**src/rtl/brew_plant.sv**
```systemverilog
`default_nettype none
// ============================================================================
// Module      : brew_plant
// Description : Behavioural kettle plant driven by the brew controller.
//               Models kettle temperature, kettle level, holding-tank level,
//               grain loading and sticky plant faults on two prescaled ticks.
// Revision    : 1.0 - initial release
// ============================================================================
module brew_plant #(
   parameter int HEAT_DIV   = 4,
   parameter int FLOW_DIV   = 2,
   parameter int FILL_RATE  = 5,
   parameter int DRAIN_RATE = 5,
   parameter int GRAIN_VOL  = 10,
   parameter int AMBIENT    = 20,
   parameter int T_MAX      = 100,
   parameter int L_MAX      = 200,
   parameter int INIT_TEMP  = 20,
   parameter int INIT_LEVEL = 0
) (
   input  logic       clk,
   input  logic       reset,
   input  logic       heat,
   input  logic       agitate,
   input  logic       chute,
   input  logic [2:0] pump,
   output logic [7:0] temp,
   output logic [7:0] level,
   output logic [7:0] tank_level,
   output logic       grain_loaded,
   output logic [2:0] fault
);

   localparam logic [8:0] c_FILL    = 9'(FILL_RATE);
   localparam logic [8:0] c_DRAIN   = 9'(DRAIN_RATE);
   localparam logic [8:0] c_GRAIN   = 9'(GRAIN_VOL);
   localparam logic [8:0] c_L_MAX   = 9'(L_MAX);
   localparam logic [8:0] c_AMB     = 9'(AMBIENT);
   localparam logic [8:0] c_T_MAX   = 9'(T_MAX);
   localparam logic [8:0] c_TANK_MAX = 9'd255;

   logic [15:0] r_heat_cnt;
   logic [15:0] r_flow_cnt;
   logic        r_chute_q;

   logic        w_htick;
   logic        w_ftick;
   logic        w_pump_bad;
   logic        w_cedge;
   logic        w_grain_ok;
   logic        w_level_zero;
   logic [8:0]  w_level9;
   logic [8:0]  w_tank9;
   logic [8:0]  w_temp9;
   logic [8:0]  w_add;
   logic [8:0]  w_lvl_req;
   logic [8:0]  w_tank_req;
   logic [8:0]  w_lvl_rm;
   logic [8:0]  w_tank_rm;
   logic        w_to_tank;
   logic [8:0]  w_lvl_sum;
   logic [8:0]  w_tank_sum;
   logic [7:0]  w_level_nxt;
   logic [7:0]  w_tank_nxt;
   logic [7:0]  w_temp_nxt;
   logic        w_overflow;
   logic        w_dry_fire;

   assign w_htick      = (r_heat_cnt == 16'(HEAT_DIV - 1));
   assign w_ftick      = (r_flow_cnt == 16'(FLOW_DIV - 1));
   assign w_pump_bad   = (pump == 3'b001) || (pump == 3'b110);
   assign w_cedge      = chute & ~r_chute_q;
   assign w_level_zero = (level == 8'd0);
   assign w_grain_ok   = w_cedge & ~w_level_zero;
   assign w_level9     = {1'b0, level};
   assign w_tank9      = {1'b0, tank_level};
   assign w_temp9      = {1'b0, temp};

   // Flow decode and level/tank arithmetic; removals are limited to what is present
   always_comb begin
      w_add      = 9'd0;
      w_lvl_req  = 9'd0;
      w_tank_req = 9'd0;
      w_to_tank  = 1'b0;
      if (w_ftick) begin
         case (pump)
            3'b100, 3'b111: w_add = c_FILL;
            3'b010:         w_lvl_req = c_DRAIN;
            3'b011: begin
               w_lvl_req = c_DRAIN;
               w_to_tank = 1'b1;
            end
            3'b101:         w_tank_req = c_DRAIN;
            default:        w_add = 9'd0;
         endcase
      end
      w_lvl_rm   = (w_level9 < w_lvl_req)  ? w_level9 : w_lvl_req;
      w_tank_rm  = (w_tank9  < w_tank_req) ? w_tank9  : w_tank_req;
      w_lvl_sum  = w_level9 - w_lvl_rm + w_add + w_tank_rm + (w_grain_ok ? c_GRAIN : 9'd0);
      w_tank_sum = w_tank9 - w_tank_rm + (w_to_tank ? w_lvl_rm : 9'd0);
      w_overflow = (w_lvl_sum > c_L_MAX);
      w_level_nxt = w_overflow ? c_L_MAX[7:0] : w_lvl_sum[7:0];
      w_tank_nxt  = (w_tank_sum > c_TANK_MAX) ? 8'd255 : w_tank_sum[7:0];
   end

   // Thermal model: heat toward T_MAX, otherwise relax toward ambient
   always_comb begin
      w_temp_nxt = temp;
      w_dry_fire = w_cedge & w_level_zero;
      if (w_htick) begin
         if (heat) begin
            w_temp_nxt = (w_temp9 < c_T_MAX) ? temp + 8'd1 : c_T_MAX[7:0];
            if (w_level_zero) begin
               w_dry_fire = 1'b1;
            end
         end else if (w_temp9 > c_AMB) begin
            if (agitate) begin
               w_temp_nxt = (w_temp9 >= c_AMB + 9'd2) ? temp - 8'd2 : c_AMB[7:0];
            end else begin
               w_temp_nxt = temp - 8'd1;
            end
         end else if (w_temp9 < c_AMB) begin
            w_temp_nxt = temp + 8'd1;
         end
      end
   end

   // Free-running thermal and flow prescalers
   always_ff @(posedge clk or negedge reset) begin
      if (!reset) begin
         r_heat_cnt <= 16'd0;
         r_flow_cnt <= 16'd0;
      end else begin
         r_heat_cnt <= w_htick ? 16'd0 : r_heat_cnt + 16'd1;
         r_flow_cnt <= w_ftick ? 16'd0 : r_flow_cnt + 16'd1;
      end
   end

   // Previous chute value for rising-edge detection
   always_ff @(posedge clk or negedge reset) begin
      if (!reset) begin
         r_chute_q <= 1'b0;
      end else begin
         r_chute_q <= chute;
      end
   end

   // Plant state registers; faults and grain flag are sticky until reset
   always_ff @(posedge clk or negedge reset) begin
      if (!reset) begin
         temp         <= 8'(INIT_TEMP);
         level        <= 8'(INIT_LEVEL);
         tank_level   <= 8'd0;
         grain_loaded <= 1'b0;
         fault        <= 3'b000;
      end else begin
         temp         <= w_temp_nxt;
         level        <= w_level_nxt;
         tank_level   <= w_tank_nxt;
         grain_loaded <= grain_loaded | w_grain_ok;
         fault        <= fault | {w_pump_bad, w_overflow, w_dry_fire};
      end
   end

endmodule
`default_nettype wire

```
**config.mk**
```make
export PLATFORM = sky130hd
export DESIGN_NAME = brew_plant
export DESIGN_NICKNAME = d
export VERILOG_FILES = /design/src/rtl/brew_plant.sv
export SDC_FILE = /design/constraint.sdc
export NUM_CORES = 1
export LEC_CHECK = 0
export CAP_MARGIN = 0
export CORE_UTILIZATION = 53
export CTS_CLUSTER_SIZE = 28
export DETAILED_ROUTE_END_ITERATION = 8
export PLACE_DENSITY = 0.75
export SETUP_SLACK_MARGIN = 0.1
export SKIP_CTS_REPAIR_TIMING = 1
export SLEW_MARGIN = 40
export SYNTH_ARGS = -nofsm -noshare
export SYNTH_HDL_FRONTEND = slang
export SYNTH_SLANG_ARGS = --single-unit
```
**constraint.sdc**
```tcl
create_clock -name clk -period 6.84 [get_ports clk]
set_input_delay 1.026 -clock clk [delete_from_list [all_inputs] [get_ports clk]]
set_output_delay 1.026 -clock clk [all_outputs]
set_load 0.01 [all_outputs]
```
Yosys cells after proc, flatten, opt, wreduce, memory -nomap -nowiden

Index checks and enable logic that the tools add are counted.

Input bits: 8
Flip-flop bits (word level): 61
Output and inout port bits: 28

Bitwise operators: 7
Magnitude comparators: 8
Multiplexer cells: 25
Eq/ne operators: 9
Reductions and logical operators: 6
$add $sub $neg: 11

Operator list:

| cell                    | count |
|---|---|
| $mux W8                 | 8 |
| $mux W9                 | 6 |
| $add A16 B1 Y16 const B | 2 |
| $mux W16                | 2 |
| $add A9 B9 Y9           | 3 |
| $gt A9 B8 Y1 const B    | 2 |
| $lt A8 B9 Y1            | 2 |
| $sub A8 B9 Y9           | 2 |
| $eq A16 B1 Y1 const B   | 1 |
| $eq A16 B2 Y1 const B   | 1 |
| $eq A3 B3 Y1 const B    | 4 |
| $add A9 B4 Y9           | 1 |
| $mux W3                 | 3 |
| $add A8 B1 Y8 const B   | 1 |
| $ge A8 B5 Y1 const B    | 1 |
| $gt A8 B5 Y1 const B    | 1 |
| $logic_not A8 Y1        | 1 |
| $lt A8 B5 Y1 const B    | 1 |
| $lt A8 B7 Y1 const B    | 1 |
| $sub A8 B1 Y8 const B   | 1 |
| $sub A8 B2 Y8 const B   | 1 |
| $eq A3 B2 Y1 const B    | 2 |
| $mux W1                 | 5 |
| $mux W4                 | 1 |
| other kinds (9)         | 13 |

Depth between registers and ports, before layout

Depth after elaboration: 12
Mapped depth: 22
Depth with buffers taken out: 21

Worst setup path before layout

Ideal clock, no wire load.

Path type: reg2reg
Start point: reg r_flow_cnt[1]
End point: reg level[0]
Required time: 6,721 ps
Stages on the path, launching flop included: 22
Clock period less this slack: 4,792 ps
Path buffers: 1
Data arrival time: 4,673 ps
Slack: 2,048 ps
Setup time: 119 ps
Cells stage by stage: dfrtp_1 -> inv_1 -> ha_1 -> nor4b_1 -> and4_1 -> clkbuf_1 -> and3b_1 -> inv_1 -> ha_1 -> nor3_1 -> o21ai_0 -> fa_1 -> inv_1 -> fa_1 -> inv_1 -> fa_1 -> a21oi_1 -> o211ai_1 -> a21oi_1 -> xor2_1 -> o31a_1 -> and2_1

Cells in the longest elaborated chain, start to end: 10

RTL lines:

| item                     | RTL line | source |
|---|---|---|
| start: declaration       | 43       | `logic [15:0] r_flow_cnt;` |
| start signal: assignment | 135      | `r_flow_cnt <= w_ftick ? 16'd0 : r_flow_cnt + 16'd1;` |
| $eq A16 B1 Y1 (*)        | 70       | `assign w_ftick = (r_flow_cnt == 16'(FLOW_DIV - 1));` |
| $mux W9                  | 85       | `if (w_ftick) begin` |
| $lt A8 B9 Y1             | 97       | `w_lvl_rm = (w_level9 < w_lvl_req) ? w_level9 : w_lvl_req;` |
| $mux W9                  | 97       |  |
| $sub A8 B9 Y9            | 99       | `w_lvl_sum = w_level9 - w_lvl_rm + w_add + w_tank_rm + (w_grain_ok ? c_GRAIN : 9'd0);` |
| $add A9 B9 Y9            | 99       |  |
| $add A9 B9 Y9 (*)        | 99       |  |
| $add A9 B4 Y9 (*)        | 99       |  |
| $gt A9 B8 Y1             | 101      | `w_overflow = (w_lvl_sum > c_L_MAX);` |
| $mux W8 (*)              | 102      | `w_level_nxt = w_overflow ? c_L_MAX[7:0] : w_lvl_sum[7:0];` |
| named net w_level_nxt[0] | 63       | `logic [7:0] w_level_nxt;` |
| end signal: assignment   | 152      | `level <= 8'(INIT_LEVEL);` |
| end signal: assignment   | 158      | `level <= w_level_nxt;` |
| end: declaration         | 28       | `output logic [7:0] level,` |

Mark *: on every way through the listed nets, which the timed path passes. The rest lies on a longest branch.
A chain may end at the register's enable or synchronous reset.

Worst setup path in the final report

Start point: in pump[0]
End point: reg level[5]

Cells in the longest elaborated chain, start to end: 12

RTL lines:

| item                       | RTL line | source |
|---|---|---|
| start: declaration         | 26       | `input logic [2:0] pump,` |
| $eq A3 B2 Y1               | 86       | `case (pump)` |
| $reduce_or A2 Y1 (no line) | n/a      |  |
| $mux W3                    | 86       |  |
| $mux W9                    | 85       |  |
| $lt A8 B9 Y1               | 97       |  |
| $mux W9                    | 97       |  |
| $sub A8 B9 Y9              | 99       |  |
| $add A9 B9 Y9              | 99       |  |
| $add A9 B9 Y9 (*)          | 99       |  |
| $add A9 B4 Y9 (*)          | 99       |  |
| $gt A9 B8 Y1               | 101      |  |
| $mux W8 (*)                | 102      |  |
| named net w_level_nxt[5]   | 63       |  |

Marks and branches as above.

==> metrics <==
post-detailed-route DRC marker count=0; initial DRC count=124; layout overhead on the synthesized area=15.6%; ratio of total power to cell area=338 nW/µm²; die extent in y=between 90 and 100 µm; IR Drop Worst-Case VDD=a little over 0.0004 V; pin count of the biggest net entering global routing=62; number of buffers between clock root and the deepest sink=2; IO buf count=35; clock skew after layout=0.0121 ns; routed len/inst=14.3 µm; Final nets=570; Layout Cell Area excl Fill=about 5000 µm²; register bit total from synthesis=just over 60; Setup Crit Path Kind=in2reg; ANT cells=0; min cycle time layout=~5.3 ns; Post-Route Hold Slack=0.477 ns; GRT Resource Usage Total=between 20% and 30%; Die ar.=between 8000 and 9000 µm²; Critical Path Start Type=input pin; endpoint type of the worst setup path=flop; mean number of vias per cell=around 5.6; most frequent cells in the layout=sky130_fd_sc_hd__dfrtp_1, sky130_fd_sc_hd__ha_1, sky130_fd_sc_hd__inv_1, sky130_fd_sc_hd__nor2_1, sky130_fd_sc_hd__clkdlybuf4s50_1; Final Wtd Congestion=about 0.90; prevailing post-synth register cell=sky130_fd_sc_hd__dfrtp_1; final hold viol count=0; final-report max-slew violation count=0; Clock Pin Slew Worst Setup and Hold Paths=~0.070 ns; number of iterations in the first detailed-routing pass=4; most frequent standard cell in the layout excluding fill and tap cells=sky130_fd_sc_hd__dfrtp_1; via count=3431; H-tree level count=3; count of endpoints failing setup in the final report=0; antenna violations before repair=0; Setup TNS=0 ns; critical path fanouts, max=6; cell row count=32; effective utilization at floorplan=between 50% and 60%; vias in the first global route=about 3400; non-filler cells in the finished layout=a little over 600; FFs w/ async S/R, synth=100%; Die Width=92.3 µm; Post-Synthesis Cells=around 460; Final period util=a little under 80%; number of enable flip-flop cells after synthesis=0; Min-Delay Path Class=reg2reg; standby leakage power=around 2.4 nW; average instance area after synthesis=9.33 µm²; TritonCTS buffer count=9; placed cell count=around 600; number of distinct library cells after synthesis=57; area of the core=just under 8000 µm²; f_max=0.189 GHz; portion of the post-synthesis area used by sequential elements=a little over a third; first-pass GRT wire length=15200 µm; total clock sinks=approximately 60; remaining antenna violation count=0; total global routing overflow=0; outcome=complete, no violations; Worst EP required=about 7.1 ns; cell chosen for the clock root=sky130_fd_sc_hd__clkbuf_8; number of max-cap violations=0; worst slew pin tran=between 0.5 and 0.6 ns; clock network latency to the later pin of the worst-skew pair=about 0.35 ns; TritonCTS clock tree=yes; synth warn=0; Placement Cell Area=approximately 4800 µm²; min setup slack post-route=1.54 ns; worst slack at placement=between 1 and 1.5 ns; share of cells above drive strength 1=around 7.6%; summed instance area of the synthesized netlist=about 4300 µm²; aggregate routed wire length=just under 9000 µm; relative slew slack=about three fifths; Arr. time, crit path=between 5 and 6 ns; post-detail-place hpwl=6480 µm; unrepaired setup endpoints after global routing=no; io pins=36
-- stage by stage --
step / power (mW) / util [%]
after global routing: 1.82 / 64.0
after floorplan: 1.10 / -
final: 1.69 / 64.0
after detailed placement: 1.35 / 61.4
after CTS: 1.69 / 63.9
after global placement: 1.31 / 61.4
-- kinds of logic after synthesis --
family                     count (synthesis)  synth area share, %
AOI/OAI and AO/OA                         82                 12.7
and+or+nand+nor                          173                 21.8
xor gates and xnor gates                  42                 8.52
muxes                                      2                0.521
buffers and inverters                     49                 4.43
adders and majority gates                 52                 16.5
other                                      2                0.174
DFF                                       61                 35.4
-- registers in the layout, indices dropped and copies added, names as in the netlist --
name          count
tank_level        8
level             8
temp              8
r_heat_cnt       16
grain_loaded      1
fault             3
r_flow_cnt       16
r_chute_q         1
-- where the power goes --
part | internal [mW] | switching (mW)
Clock | 0.170 | 0.160
Combinational | 0.417 | 0.493
Sequential | 0.409 | 0.0394
Total | 0.996 | 0.693
-- worst paths after layout --
check                         startpoint      endpoint  slack, ns  cells after the start
max                              pump[0]      level[5]       1.54                     17
min                         grain_loaded  grain_loaded       0.48                      1
max reg2reg                r_flow_cnt[1]      level[5]       1.61                     20
min reg2reg                 grain_loaded  grain_loaded       0.48                      1
max in group asynchronous          reset      level[3]       5.68                      2
min in group asynchronous          reset       temp[6]       0.74                      2
-- cell type report --
class                      count  area (µm²)
clock buffer                   9         124
clock inverter                 7        75.1
fill                         663        2810
inverter                      41         154
multi-input combinational    361        2630
sequential                    61        1530
tap                          102         128
timing repair buffer          36         357
-- Yosys cell counts (3+ instances only) --
cell | n | share of area, %
sky130_fd_sc_hd__a211o_1 | 3 | 0.61
sky130_fd_sc_hd__a211oi_1 | 5 | 0.87
sky130_fd_sc_hd__a21o_1 | 6 | 1.0
sky130_fd_sc_hd__a21oi_1 | 17 | 2.0
sky130_fd_sc_hd__a31oi_1 | 3 | 0.43
sky130_fd_sc_hd__and2_1 | 6 | 0.87
sky130_fd_sc_hd__and3_1 | 12 | 1.7
sky130_fd_sc_hd__buf_2 | 3 | 0.35
sky130_fd_sc_hd__clkbuf_1 | 4 | 0.35
sky130_fd_sc_hd__dfrtp_1 | 59 | 34
sky130_fd_sc_hd__fa_1 | 8 | 3.7
sky130_fd_sc_hd__ha_1 | 44 | 13
sky130_fd_sc_hd__inv_1 | 41 | 3.6
sky130_fd_sc_hd__nand2_1 | 25 | 2.2
sky130_fd_sc_hd__nand2b_1 | 13 | 1.9
sky130_fd_sc_hd__nand3_1 | 20 | 2.3
sky130_fd_sc_hd__nand4_1 | 4 | 0.58
sky130_fd_sc_hd__nor2_1 | 34 | 3.0
sky130_fd_sc_hd__nor2b_1 | 13 | 1.9
sky130_fd_sc_hd__nor3_1 | 10 | 1.2
sky130_fd_sc_hd__nor4_1 | 6 | 0.87
sky130_fd_sc_hd__nor4b_1 | 3 | 0.61
sky130_fd_sc_hd__o21a_1 | 5 | 0.87
sky130_fd_sc_hd__o21ai_0 | 19 | 2.2
sky130_fd_sc_hd__o31a_1 | 3 | 0.61
sky130_fd_sc_hd__or2_2 | 12 | 1.7
sky130_fd_sc_hd__or3_1 | 5 | 0.72
sky130_fd_sc_hd__xnor2_1 | 26 | 5.3
sky130_fd_sc_hd__xor2_1 | 16 | 3.2
-- metal layers --
metal	GRT usage [%]	up-vias	wire length [µm]
met4	7.94	0	130
met2	37.8	60	4280
met1	29.5	1655	4150
met3	3.65	13	276
met5	0	-	0
li1	-	1703	-
-- worst max-delay path, stage by stage --
cell and delay [ns]:
sky130_fd_sc_hd__clkdlybuf4s50_1 0.57, sky130_fd_sc_hd__nor2b_1 0.19, sky130_fd_sc_hd__nand3_1 0.13, sky130_fd_sc_hd__ha_1 0.31, sky130_fd_sc_hd__a211oi_1 0.31, sky130_fd_sc_hd__nand2_1 0.16, sky130_fd_sc_hd__o21a_1 0.23, sky130_fd_sc_hd__or2_2 0.32
sky130_fd_sc_hd__fa_1 0.49, sky130_fd_sc_hd__inv_1 0.07, sky130_fd_sc_hd__fa_1 0.45, sky130_fd_sc_hd__a21oi_1 0.25, sky130_fd_sc_hd__o211ai_1 0.13, sky130_fd_sc_hd__a21oi_1 0.19, sky130_fd_sc_hd__xor2_1 0.27, sky130_fd_sc_hd__nor2_1 0.10
sky130_fd_sc_hd__nor4b_1 0.31
Power figures use the tool's default switching activity.
